File: config.mk
export PLATFORM = sky130hd
export DESIGN_NAME = bram_stream_reader
export DESIGN_NICKNAME = d
export VERILOG_FILES = /design/src/rtl/bram_pkg.sv /design/src/rtl/stream_skid2.sv /design/src/rtl/bram_stream_reader.sv
export SDC_FILE = /design/constraint.sdc
export NUM_CORES = 1
export LEC_CHECK = 0
export ABC_AREA = 1
export BUFFER_PORTS_ARGS = -buffer_cell sky130_fd_sc_hd__buf_4
export CAP_MARGIN = 30
export CORE_AREA = 5 5 79 81
export CTS_CLUSTER_SIZE = 25
export DETAILED_ROUTE_END_ITERATION = 10
export DIE_AREA = 0 0 84 86
export PLACE_DENSITY = 0.79
export SLEW_MARGIN = 40
export SYNTH_ARGS = -nofsm -noshare
export SYNTH_HDL_FRONTEND = slang
export SYNTH_SLANG_ARGS = --single-unit
File: constraint.sdc
create_clock -name clk_i -period 6.5 [get_ports clk_i]
set_input_delay 0.325 -clock clk_i [delete_from_list [all_inputs] [get_ports clk_i]]
set_output_delay 0.325 -clock clk_i [all_outputs]
set_load 0.05 [all_outputs]
File: src/rtl/bram_pkg.sv
// Shared definitions for the BRAM burst read path: reader FSM encoding and the
// credit depth of the output skid buffer.
package bram_pkg;

   typedef enum logic [1:0] {
      IDLE  = 2'd0,
      ISSUE = 2'd1,
      DRAIN = 2'd2
   } reader_state_e;

   localparam int STREAM_CREDITS = 2;

   // occupancy counts buffered words (after any pop this cycle) plus the read in flight
   function automatic logic credit_available(input logic [2:0] occupancy);
      return occupancy < 3'(STREAM_CREDITS);
   endfunction

endpackage

File: src/rtl/stream_skid2.sv
// Two-entry valid/ready buffer; head entry drives the stream, push and pop may
// happen in the same cycle.
module stream_skid2 #(
   parameter int width_p = 17
) (
   input  logic               clk_i,
   input  logic               reset_n_i,
   input  logic               push_i,
   input  logic [width_p-1:0] push_data_i,
   input  logic               ready_i,
   output logic               valid_o,
   output logic [width_p-1:0] head_o,
   output logic [1:0]         count_o,
   output logic               pop_o
);

   logic [width_p-1:0] entry0;
   logic [width_p-1:0] entry1;
   logic [1:0]         count;

   assign valid_o = (count != 2'd0);
   assign pop_o   = valid_o && ready_i;
   assign head_o  = entry0;
   assign count_o = count;

   // entry0 is only rewritten while empty or while being popped, so a stalled head holds still
   always_ff @(posedge clk_i) begin
      if (!reset_n_i) begin
         entry0 <= '0;
         entry1 <= '0;
         count  <= 2'd0;
      end else begin
         assert (!(push_i && !pop_o && count == 2'd2));
         unique case ({push_i, pop_o})
            2'b10: begin
               if (count == 2'd0) begin
                  entry0 <= push_data_i;
               end else begin
                  entry1 <= push_data_i;
               end
               count <= count + 2'd1;
            end
            2'b01: begin
               entry0 <= entry1;
               count  <= count - 2'd1;
            end
            2'b11: begin
               if (count == 2'd2) begin
                  entry0 <= entry1;
                  entry1 <= push_data_i;
               end else begin
                  entry0 <= push_data_i;
               end
            end
            default: begin
            end
         endcase
      end
   end

endmodule

File: src/rtl/bram_stream_reader.sv
// Burst read engine for the init_bram read port: issues sequential reads and
// presents the words as a valid/ready stream with a last marker.
module bram_stream_reader
   import bram_pkg::*;
#(
   parameter int memSize_p   = 8,
   parameter int dataWidth_p = 16
) (
   input  logic                   clk_i,
   input  logic                   reset_n_i,
   input  logic                   start_i,
   input  logic [memSize_p-1:0]   base_addr_i,
   input  logic [memSize_p:0]     length_i,
   output logic                   busy_o,
   output logic                   done_o,
   input  logic                   bram_wr_i,
   output logic                   bram_read_o,
   output logic [memSize_p-1:0]   bram_raddr_o,
   input  logic [dataWidth_p-1:0] bram_data_i,
   output logic [dataWidth_p-1:0] data_o,
   output logic                   valid_o,
   input  logic                   ready_i,
   output logic                   last_o
);

   localparam logic [memSize_p-1:0] ADDR_ONE  = memSize_p'(1);
   localparam logic [memSize_p:0]   COUNT_ONE = (memSize_p + 1)'(1);

   reader_state_e          state;
   logic [memSize_p-1:0]   addr;
   logic [memSize_p:0]     remaining;
   logic                   in_flight;
   logic                   in_flight_last;

   logic [1:0]             buf_count;
   logic                   pop;
   logic [dataWidth_p:0]   head;
   logic [2:0]             occupancy;
   logic                   eff_read;
   logic                   final_read;

   // a pop this cycle frees a slot in time for a read issued now
   assign occupancy   = {1'b0, buf_count} + {2'b00, in_flight} - {2'b00, pop};
   assign bram_read_o = (state == ISSUE) && credit_available(occupancy);
   assign eff_read    = bram_read_o && !bram_wr_i;
   assign final_read  = eff_read && (remaining == COUNT_ONE);

   assign bram_raddr_o = addr;
   assign busy_o       = (state != IDLE);
   assign data_o       = head[dataWidth_p-1:0];
   assign last_o       = head[dataWidth_p];

   stream_skid2 #(
      .width_p(dataWidth_p + 1)
   ) u_skid (
      .clk_i      (clk_i),
      .reset_n_i  (reset_n_i),
      .push_i     (in_flight),
      .push_data_i({in_flight_last, bram_data_i}),
      .ready_i    (ready_i),
      .valid_o    (valid_o),
      .head_o     (head),
      .count_o    (buf_count),
      .pop_o      (pop)
   );

   // the in-flight flag tags the next cycle's bram_data_i, together with its last marker
   always_ff @(posedge clk_i) begin
      if (!reset_n_i) begin
         state          <= IDLE;
         addr           <= '0;
         remaining      <= '0;
         in_flight      <= 1'b0;
         in_flight_last <= 1'b0;
         done_o         <= 1'b0;
      end else begin
         done_o         <= 1'b0;
         in_flight      <= eff_read;
         in_flight_last <= final_read;
         unique case (state)
            IDLE: begin
               if (start_i) begin
                  if (length_i != '0) begin
                     addr      <= base_addr_i;
                     remaining <= length_i;
                     state     <= ISSUE;
                  end else begin
                     done_o <= 1'b1;
                  end
               end
            end
            ISSUE: begin
               if (eff_read) begin
                  addr      <= addr + ADDR_ONE;
                  remaining <= remaining - COUNT_ONE;
                  if (final_read) begin
                     state <= DRAIN;
                  end
               end
            end
            DRAIN: begin
               if (pop && last_o) begin
                  done_o <= 1'b1;
                  state  <= IDLE;
               end
            end
            default: begin
               state <= IDLE;
            end
         endcase
      end
   end

endmodule

==> results of run 1 <==
flip-flops by register name (all words and copies together) (netlist names):
register        count
bram_raddr_o        8
done_o              1
in_flight           1
in_flight_last      1
remaining           9
state               2
u_skid.count_o      2
u_skid.entry1      17
u_skid.head_o      17
routing by layer:
layer / part of all wire / vias up / wire length, um
li1: - / 1537 / -
met1: 0.43 / 1378 / 3275
met3: 0.067 / 17 / 514
met4: 0.020 / 0 / 153
met5: 0 / - / 0
met2: 0.49 / 108 / 3725
cell usage after synthesis (all sizes together):
cell,count
nor2,73
and2,1
o21ai,52
nor3,1
or2,1
buf,11
o211ai,1
nand3,21
o21bai,5
nand3b,2
fa,1
nand2,106
a31oi,1
clkinv,1
dfxtp,58
a21oi,51
clkbuf,5
o22ai,1
inv,35
ha,5
nand4,3
kinds of logic after synthesis:
family                   Yosys count  synth area share
AO/OA/AOI/OAI                    111            0.2008
adder cells (fa/ha/maj)            6           0.02784
buffers and inverters             52           0.08139
AND/OR/NAND/NOR                  208            0.2986
flip-flops                        58            0.3914
power by group:
group | switching (mW) | internal (mW) | total, mW
Sequential | 0.0273 | 0.386 | 0.413
Clock | 0.152 | 0.305 | 0.457
Combinational | 0.197 | 0.0944 | 0.291
worst min-delay path by stage:
stage	startpoint	to	slack, ps
floorplan	in_flight_last	u_skid.head_o[16]	440
global placement	in_flight_last	u_skid.head_o[16]	460
detailed placement	in_flight_last	u_skid.head_o[16]	460
CTS	bram_data_i[7]	u_skid.entry1[7]	220
global route	bram_data_i[10]	u_skid.head_o[10]	240
finish	bram_data_i[7]	u_skid.entry1[7]	230
area by class of cell:
type                            instances  area, sq um
Fill cell                             487         1680
Multi-Input combinational cell        325         1564
Sequential cell                        58         1161
Timing Repair Buffer                   66        495.5
Inverter                               36        140.1
Clock buffer                           10        137.6
Clock inverter                          6        136.4
Tap cell                               72        90.09
critical path, stage by stage, from the launching register on:
cell,delay (ps)
dfxtp_1,470
inv_1,90
nor2_1,130
nand2_1,130
o21ai_0,100
nand2_1,80
fa_1,490
inv_1,40
nor2_1,120
nand2_1,70
inv_1,80
buf_4,190
==> results.cfg, run 1 <==
[timing]
setup_viol = 0
maxSlewHeadroom = 0.5215
fin_setup_tns_ps = 0
fmax_mhz = 377.3
hold_violations = 0
fin_skew_ps = 11.27
finalWorstSetupSlack_ps = 3850
drv_slew = 0
fin_crit_ps = 2650
rsz0062_at_grt = no
whs_ps = 234.6
worst_slew_pin_slew_ps = 716.0
final.period_utilization = 0.4077

[detailed_routing]
ant_nets = 0
first_pass_iters = 5
wl_per_cell_um = 13.38
drc = 0
via_per_inst = 5.305
finalWirelength_mm = 7.668
vias = 3040
dr.first_iter.drc_count = 168

[synth]
synth-seq-cells = 58
synth_fp_nets = 479
yosysUniqueCellTypes = 33
yosysSeqAreaShare = 0.3914
ys.warnings.count = 0
yosys.area.top_type = dfxtp_1
synth_top_area_share = 0.3914
synthesis.area_sq_um = 2967
synthCells = 435
synth_area_leaders = dfxtp_1 (39%), nand2_1 (13%), nor2_1 (9.0%)
syn_avg_cell_area_sq_um = 6.820

[grt]
met2_usage = 0.3731
gr-usage-all-layers = 0.2201
use_met3 = 0.04515
antenna_found_initial = 0
use_met1 = 0.2640
grt_max_degree = 45
grt_pass1_vias = 2830
busiest_layer = met2
grt_pass1_wl_mm = 13.05
grt_overflow_total = 0

[floorplan]
dieArea_sq_um = 7224
rows = 27
boundaryPins = 67
die_h_um = 86
chipWidth_um = 84
coreArea_sq_um = 5405
start_util = 0.5488

[pwr]
fin_total_pwr_mw = 1.162
leakage_nw = 1.791
power.density_nw_per_um2 = 311.8
ir_drop_uv = 194.4

[cells_and_area]
final_common_cell = nand2_1
fin_util = 0.6891
fin_cells = 573
n_antenna_cell = 0
area_growth_pct = 25.56
drive_gt1_frac = 0.1996
final_area_sq_um = 3725
nNetsFinal = 540
most-common-layout-cells = nand2_1 (100), nor2_1 (71), buf_4 (66), dfxtp_1 (58), a21oi_1 (50)

[clock_tree]
worstSkewPairLatency_ps = 350
post-cts-setup-buffers = 0
cts-hold-fix-buffers = 0
htreeDepth = 3
cts-root-buf = clkbuf_8
cts.sinks = 58
clkTransAtPathRegs_ps = 70
cts_tree = built
ctsResizeCount = 0
clockBufferDepth = 2
cts_buffers = 9

[critical_path]
worst-path-max-fanout = 6
reg2reg_from = u_skid.count_o[1]
path_class = reg2out
reg2reg_depth = 14
cp-startpoint = u_skid.count_o[1]
critPathRequiredTime_ps = 6170
crit_arrival_ps = 2330
endpoint_kind = output port
r2r_end = remaining[5]
endpoint = bram_read_o
r2r_slack_ps = 3940
critPathLaunchType = flip-flop

[placed_design]
dp_hpwl_mm = 5.219
portBuffers = 66
dp_slack_ps = 3945
finalWeightedCongestion = 0.8748
placedCellCount = 557
place_area_sq_um = 3451

[min_path]
hold_path_depth = 3
holdCritPathClass = in2reg

[outcome]
outcome = finished, final reports clean

[run]
cap_violations = 0
(Power assumes the default switching activity.)
==> inputs of run 2 (changes only) <==
--- a/config.mk
+++ b/config.mk
@@ -5,14 +5,14 @@
 export SDC_FILE = /design/constraint.sdc
 export NUM_CORES = 1
 export LEC_CHECK = 0
-export ABC_AREA = 1
+export ABC_AREA = 0
 export BUFFER_PORTS_ARGS = -buffer_cell sky130_fd_sc_hd__buf_4
 export CAP_MARGIN = 30
-export CORE_AREA = 5 5 79 81
+export CORE_AREA = 5 5 80 82
 export CTS_CLUSTER_SIZE = 25
 export DETAILED_ROUTE_END_ITERATION = 10
-export DIE_AREA = 0 0 84 86
-export PLACE_DENSITY = 0.79
+export DIE_AREA = 0 0 85 87
+export PLACE_DENSITY = 0.75
 export SLEW_MARGIN = 40
 export SYNTH_ARGS = -nofsm -noshare
 export SYNTH_HDL_FRONTEND = slang
==> constraint.sdc (replaced) <==
create_clock -name clk_i -period 2.55 [get_ports clk_i]
set_input_delay 0.1275 -clock clk_i [delete_from_list [all_inputs] [get_ports clk_i]]
set_output_delay 0.1275 -clock clk_i [all_outputs]
set_load 0.05 [all_outputs]
==> results.cfg, run 2 <==
[grt]
grt_overflow_total = 0
grt_pass1_vias = 2711
grt_max_degree = 38
antenna_found_initial = 0
gr-usage-all-layers = 0.2170
grt_pass1_wl_mm = 12.93

[detailed_routing]
vias = 2809
finalWirelength_mm = 7.662
wl_per_cell_um = 16.00
ant_nets = 0
first_pass_iters = 4
via_per_inst = 5.864
dr.first_iter.drc_count = 204
drc = 0

[critical_path]
critPathLaunchType = flip-flop
worst-path-max-fanout = 12
critPathRequiredTime_ps = 2780
path_class = reg2reg
crit_arrival_ps = 2610
endpoint_kind = flip-flop

[cells_and_area]
multi_input_area_sq_um = 1569
nNetsFinal = 443
drive_gt1_frac = 0.2649
fin_cells = 479
n_antenna_cell = 0
n_fill_cell = 500
regArea_sq_um = 1161
most-common-layout-cells = buf_4 (82), dfxtp_1 (58), nor2_1 (43), o21ai_0 (21), nand2_1 (20)
area_growth_pct = 28.50
final_area_sq_um = 3672
final_common_cell = buf_4

[synth]
synth-seq-cells = 58
synthesis.area_sq_um = 2858
yosysUniqueCellTypes = 57
yosysSeqAreaShare = 0.4063
ys.warnings.count = 0
synthFlopType = dfxtp_1
synth_top_area_share = 0.4063
synthCells = 330
synth_area_leaders = dfxtp_1 (41%), mux2i_1 (6.0%), nor2_1 (5.8%)
synth-async-reset-ratio = 0
yosys.area.top_type = dfxtp_1
synth_fp_nets = 374
yosysMostFrequentCell = dfxtp_1
synth_edf_count = 0
yosys-top-cells-count = dfxtp_1 (58), nor2_1 (44), o21ai_0 (21)
syn_avg_cell_area_sq_um = 8.660

[placed_design]
place_area_sq_um = 3475
dp_hpwl_mm = 5.242
placedCellCount = 460
dp_slack_ps = 121.0
finalWeightedCongestion = 0.8113
portBuffers = 66

[pwr]
ir_drop_uv = 500.5
pwr-share-comb = 0.309
internal_power_mw = 1.646
p_seq_frac = 0.407
leakage_nw = 1.479
power.density_nw_per_um2 = 703.3
pwr-share-clk = 0.284
switching_share = 0.3626
switchingPower_mw = 0.9365

[timing]
maxSlewHeadroom = 0.5411
finalWorstSetupSlack_ps = 167.3
fmax_mhz = 419.7
hold_violations = 0
fin_setup_tns_ps = 0
worst_slew_pin_slew_ps = 687.3
final.period_utilization = 0.9344
drv_slew = 0
fin_crit_ps = 2383
setup_viol = 0
fin_skew_ps = 11.42

[clock_tree]
cts.sinks = 58
cts_buffers = 9
cts-root-buf = clkbuf_8
htreeDepth = 3
clkTransAtPathRegs_ps = 70
worstSkewPairLatency_ps = 330
cts_tree = built
clockBufferDepth = 2
cts-hold-fix-buffers = 0

[run]
cap_violations = 0

[floorplan]
start_util = 0.5035
die_h_um = 87
dieArea_sq_um = 7395
coreArea_sq_um = 5675
rows = 28
boundaryPins = 67
chipWidth_um = 85

[min_path]
holdCritPathClass = in2reg

[outcome]
outcome = finished, final reports clean
-- run 2: timing repair --
action,CTS,global route
setup buffers,0,3
setup endpoints to repair,0,18
endpoints found under the hold margin,0,0
resized for setup,0,2
-- run 2: path summary, 6_finish.rpt --
path	from	end	slack (ps)	cells after the start
worst max-delay path	u_skid.count_o[0]	bram_raddr_o[0]	170	9
worst min-delay path	bram_data_i[6]	u_skid.entry1[6]	40	3
worst max register to register	u_skid.count_o[0]	bram_raddr_o[0]	170	9
worst min register to register	remaining[8]	remaining[8]	490	2
-- run 2: cells by family after synthesis --
family                     Yosys count  synth area share
adders and majority gates            6           0.02890
buffers and inverters               36           0.05210
DFF                                 58            0.4063
muxes                               17           0.05954
xor gates and xnor gates             3          0.009196
and+or+nand+nor                    111            0.1931
AOI/OAI and AO/OA                   99            0.2509
-- run 2: layout make-up --
cell class                 count  area share
multi-input combinational    236      0.4273
sequential                    58      0.3162
timing repair buffer          83      0.1731
clock buffer                  11     0.03850
tap                           75     0.02555
inverter                      11     0.01124
clock inverter                 5    0.008177
-- run 2: layer usage --
layer / track usage / part of all wire / vias to the layer above
met5: 0 / 0 / -
met4: 0.05755 / 0.0051 / 0
met3: 0.07096 / 0.064 / 4
met2: 0.3694 / 0.51 / 87
met1: 0.2641 / 0.42 / 1348
li1: - / - / 1370
-- run 2: power by group through the flow --
| stage | Clock, mW | Combinational, mW | Sequential [mW] |
|---|---|---|---|
| finish | 0.733 | 0.797 | 1.05 |
| global route | 0.799 | 0.863 | 1.06 |
| CTS | 0.749 | 0.787 | 1.05 |
| detailed placement | 0 | 0.783 | 1.07 |
| global placement | 0 | 0.773 | 1.07 |
| floorplan | 0 | 0.349 | 1.24 |
-- run 2: per-stage QoR --
stage            util  hold WS [ps]  power (mW)
5_1_grt        0.6470         35.00       2.725
3_3_place_gp   0.6122         372.2       1.842
6_report       0.6470         42.03       2.583
4_1_cts        0.6424         23.87       2.588
3_5_place_dp   0.6122         380.1       1.854
2_1_floorplan       -         274.7       1.593
-- run 2: worst max-delay path, stage by stage, from the launching register on --
cell and delay (ps):
dfxtp_1 330, nor2b_1 120, o21ai_0 190, fa_1 460
and4bb_2 250, a22oi_1 260, buf_4 250, buf_4 140
a211oi_1 40, o221a_1 240
==> inputs of run 3 (changes only) <==
--- a/config.mk
+++ b/config.mk
@@ -8,11 +8,12 @@
 export ABC_AREA = 0
 export BUFFER_PORTS_ARGS = -buffer_cell sky130_fd_sc_hd__buf_4
 export CAP_MARGIN = 30
-export CORE_AREA = 5 5 80 82
+export CORE_AREA = 5 5 78 80
+export CTS_BUF_LIST = sky130_fd_sc_hd__clkbuf_4 sky130_fd_sc_hd__clkbuf_8
 export CTS_CLUSTER_SIZE = 25
 export DETAILED_ROUTE_END_ITERATION = 10
-export DIE_AREA = 0 0 85 87
-export PLACE_DENSITY = 0.75
+export DIE_AREA = 0 0 83 85
+export PLACE_DENSITY = 0.79
 export SLEW_MARGIN = 40
 export SYNTH_ARGS = -nofsm -noshare
 export SYNTH_HDL_FRONTEND = slang
==> results.cfg, run 3 (synthesized netlist as in run 2, its figures left out) <==
[detailed_routing]
dr.first_iter.drc_count = 150
wl_met1_mm = 3.256
wl_per_cell_um = 16.04
finalWirelength_mm = 7.571
drc = 0
wl_met2_mm = 3.844
ant_nets = 0
met3WireLength_um = 399
first_pass_iters = 5
via_per_inst = 5.820
vias = 2747
dr.max_layer_used = met4

[cells_and_area]
n_antenna_cell = 0
area_growth_pct = 29.77
most-common-layout-cells = buf_4 (79), dfxtp_1 (58), nor2_1 (43), o21ai_0 (21), nand2_1 (20)
final_common_cell = buf_4
drive_gt1_frac = 0.2625
n_fill_cell = 437
nNetsFinal = 440

[pwr]
power.density_nw_per_um2 = 755.3
pwr-share-comb = 0.281
switchingPower_mw = 0.9133
ir_drop_uv = 650.1
p_seq_frac = 0.376
internal_power_mw = 1.888
pwr-share-clk = 0.342
switching_share = 0.3261
leakage_nw = 1.497

[placed_design]
dp_hpwl_mm = 5.003
finalWeightedCongestion = 0.8462
portBuffers = 66

[grt]
antenna_found_initial = 0
gr-usage-all-layers = 0.2183
grt_pass1_vias = 2748
grt_pass1_wl_mm = 12.80
grt_max_degree = 38
grt_overflow_total = 0

[timing]
fin_setup_tns_ps = 0
fin_crit_ps = 2418
drv_slew = 0
maxSlewHeadroom = 0.5473
fin_skew_ps = 6.755
final.period_utilization = 0.9482
fmax_mhz = 413.6
rsz0062_at_grt = no
whs_ps = 43.43
worst_slew_pin_slew_ps = 678.1
setup_viol = 0
hold_violations = 0

[critical_path]
r2r_slack_ps = 130
critPathLaunchType = flip-flop
crit_arrival_ps = 2670
worst-path-max-fanout = 12
endpoint_kind = flip-flop
path_class = reg2reg
reg2reg_depth = 9
reg2reg_from = u_skid.count_o[1]
r2r_end = bram_raddr_o[5]
cp-startpoint = u_skid.count_o[1]
critPathRequiredTime_ps = 2800
endpoint = bram_raddr_o[5]

[clock_tree]
cts_buffers = 9
clkTransAtPathRegs_ps = 60
worstSkewPairLatency_ps = 330
cts.sinks = 58
cts-root-buf = clkbuf_8
htreeDepth = 3
cts_tree = built
clockBufferDepth = 2

[floorplan]
start_util = 0.5354
dieArea_sq_um = 7055
chipWidth_um = 83
coreArea_sq_um = 5338
die_h_um = 85
rows = 27
boundaryPins = 67

[min_path]
holdCritPathClass = in2reg

[outcome]
outcome = finished, final reports clean

[run]
cap_violations = 0
-- run 3: cell count changes in the layout (fill, tap and decap cells not counted) --
cell,change
bufinv_16,+2
clkbuf_4,+2
clkinv_2,-3
clkbuf_8,+1
clkinvlp_4,-2
clkbuf_1,-1
buf_4,-3
xnor2_2,+1
xnor2_1,-1
-- run 3: metal layers --
layer  GRT usage  up-vias
met5           0        -
met4     0.06686        0
met3     0.06893        8
met2      0.3892       81
met1      0.2496     1297
li1            -     1361
-- run 3: how the worst min path moves through the flow --
stage / slack [ps] / cells past startpoint / to / from
2_1_floorplan: 270 / 2 / u_skid.entry1[0] / bram_data_i[0]
3_3_place_gp: 370 / 3 / u_skid.entry1[10] / bram_data_i[10]
3_5_place_dp: 380 / 3 / u_skid.entry1[9] / bram_data_i[9]
4_1_cts: 30 / 3 / u_skid.entry1[10] / bram_data_i[10]
5_1_grt: 30 / 3 / u_skid.entry1[14] / bram_data_i[14]
6_report: 40 / 3 / u_skid.entry1[13] / bram_data_i[13]
-- run 3: layout make-up --
cell class / instances / area, sq um / share of cell area
Clock buffer: 13 / 166.4 / 0.04487
Clock inverter: 2 / 60.06 / 0.01619
Inverter: 11 / 41.29 / 0.01113
Multi-Input combinational cell: 236 / 1577 / 0.4251
Sequential cell: 58 / 1161 / 0.3131
Tap cell: 72 / 90.09 / 0.02429
Timing Repair Buffer: 80 / 613.1 / 0.1653
-- run 3: stage by stage --
step	util	total power [mW]	worst slack [ps]	instances	area, sq um
2_1_floorplan	-	1.593	132.1	330	2858
3_3_place_gp	0.6503	1.841	209.3	457	3471
3_5_place_dp	0.6503	1.852	112.3	457	3471
4_1_cts	0.6927	2.816	91.24	472	3697
5_1_grt	0.6948	2.938	4.778	472	3709
6_report	0.6948	2.801	132.2	472	3709
-- run 3: critical path, stage by stage (launching register included) --
cell and delay, ps:
dfxtp_1 320, nand2_1 60, nor2_2 120, o21ai_0 140, fa_1 520, and4bb_2 250
a22oi_1 110, buf_4 200, or4_1 460, a21oi_1 150
-- run 3: power groups by stage --
stage	registers, mW	logic (mW)	clock network (mW)
after detailed placement	1.07	0.780	0
after global routing	1.07	0.847	1.02
final	1.05	0.788	0.959
after global placement	1.07	0.771	0
after CTS	1.05	0.788	0.975
after floorplan	1.24	0.349	0
-- run 3: repair_timing --
| item | in CTS | in global routing |
|---|---|---|
| endpoints found under the setup margin | 0 | 25 |
| hold buffers | 0 | 0 |
| hold endpoints to repair | 0 | 0 |
| setup buffers | 0 | 0 |
| resized for setup | 0 | 3 |
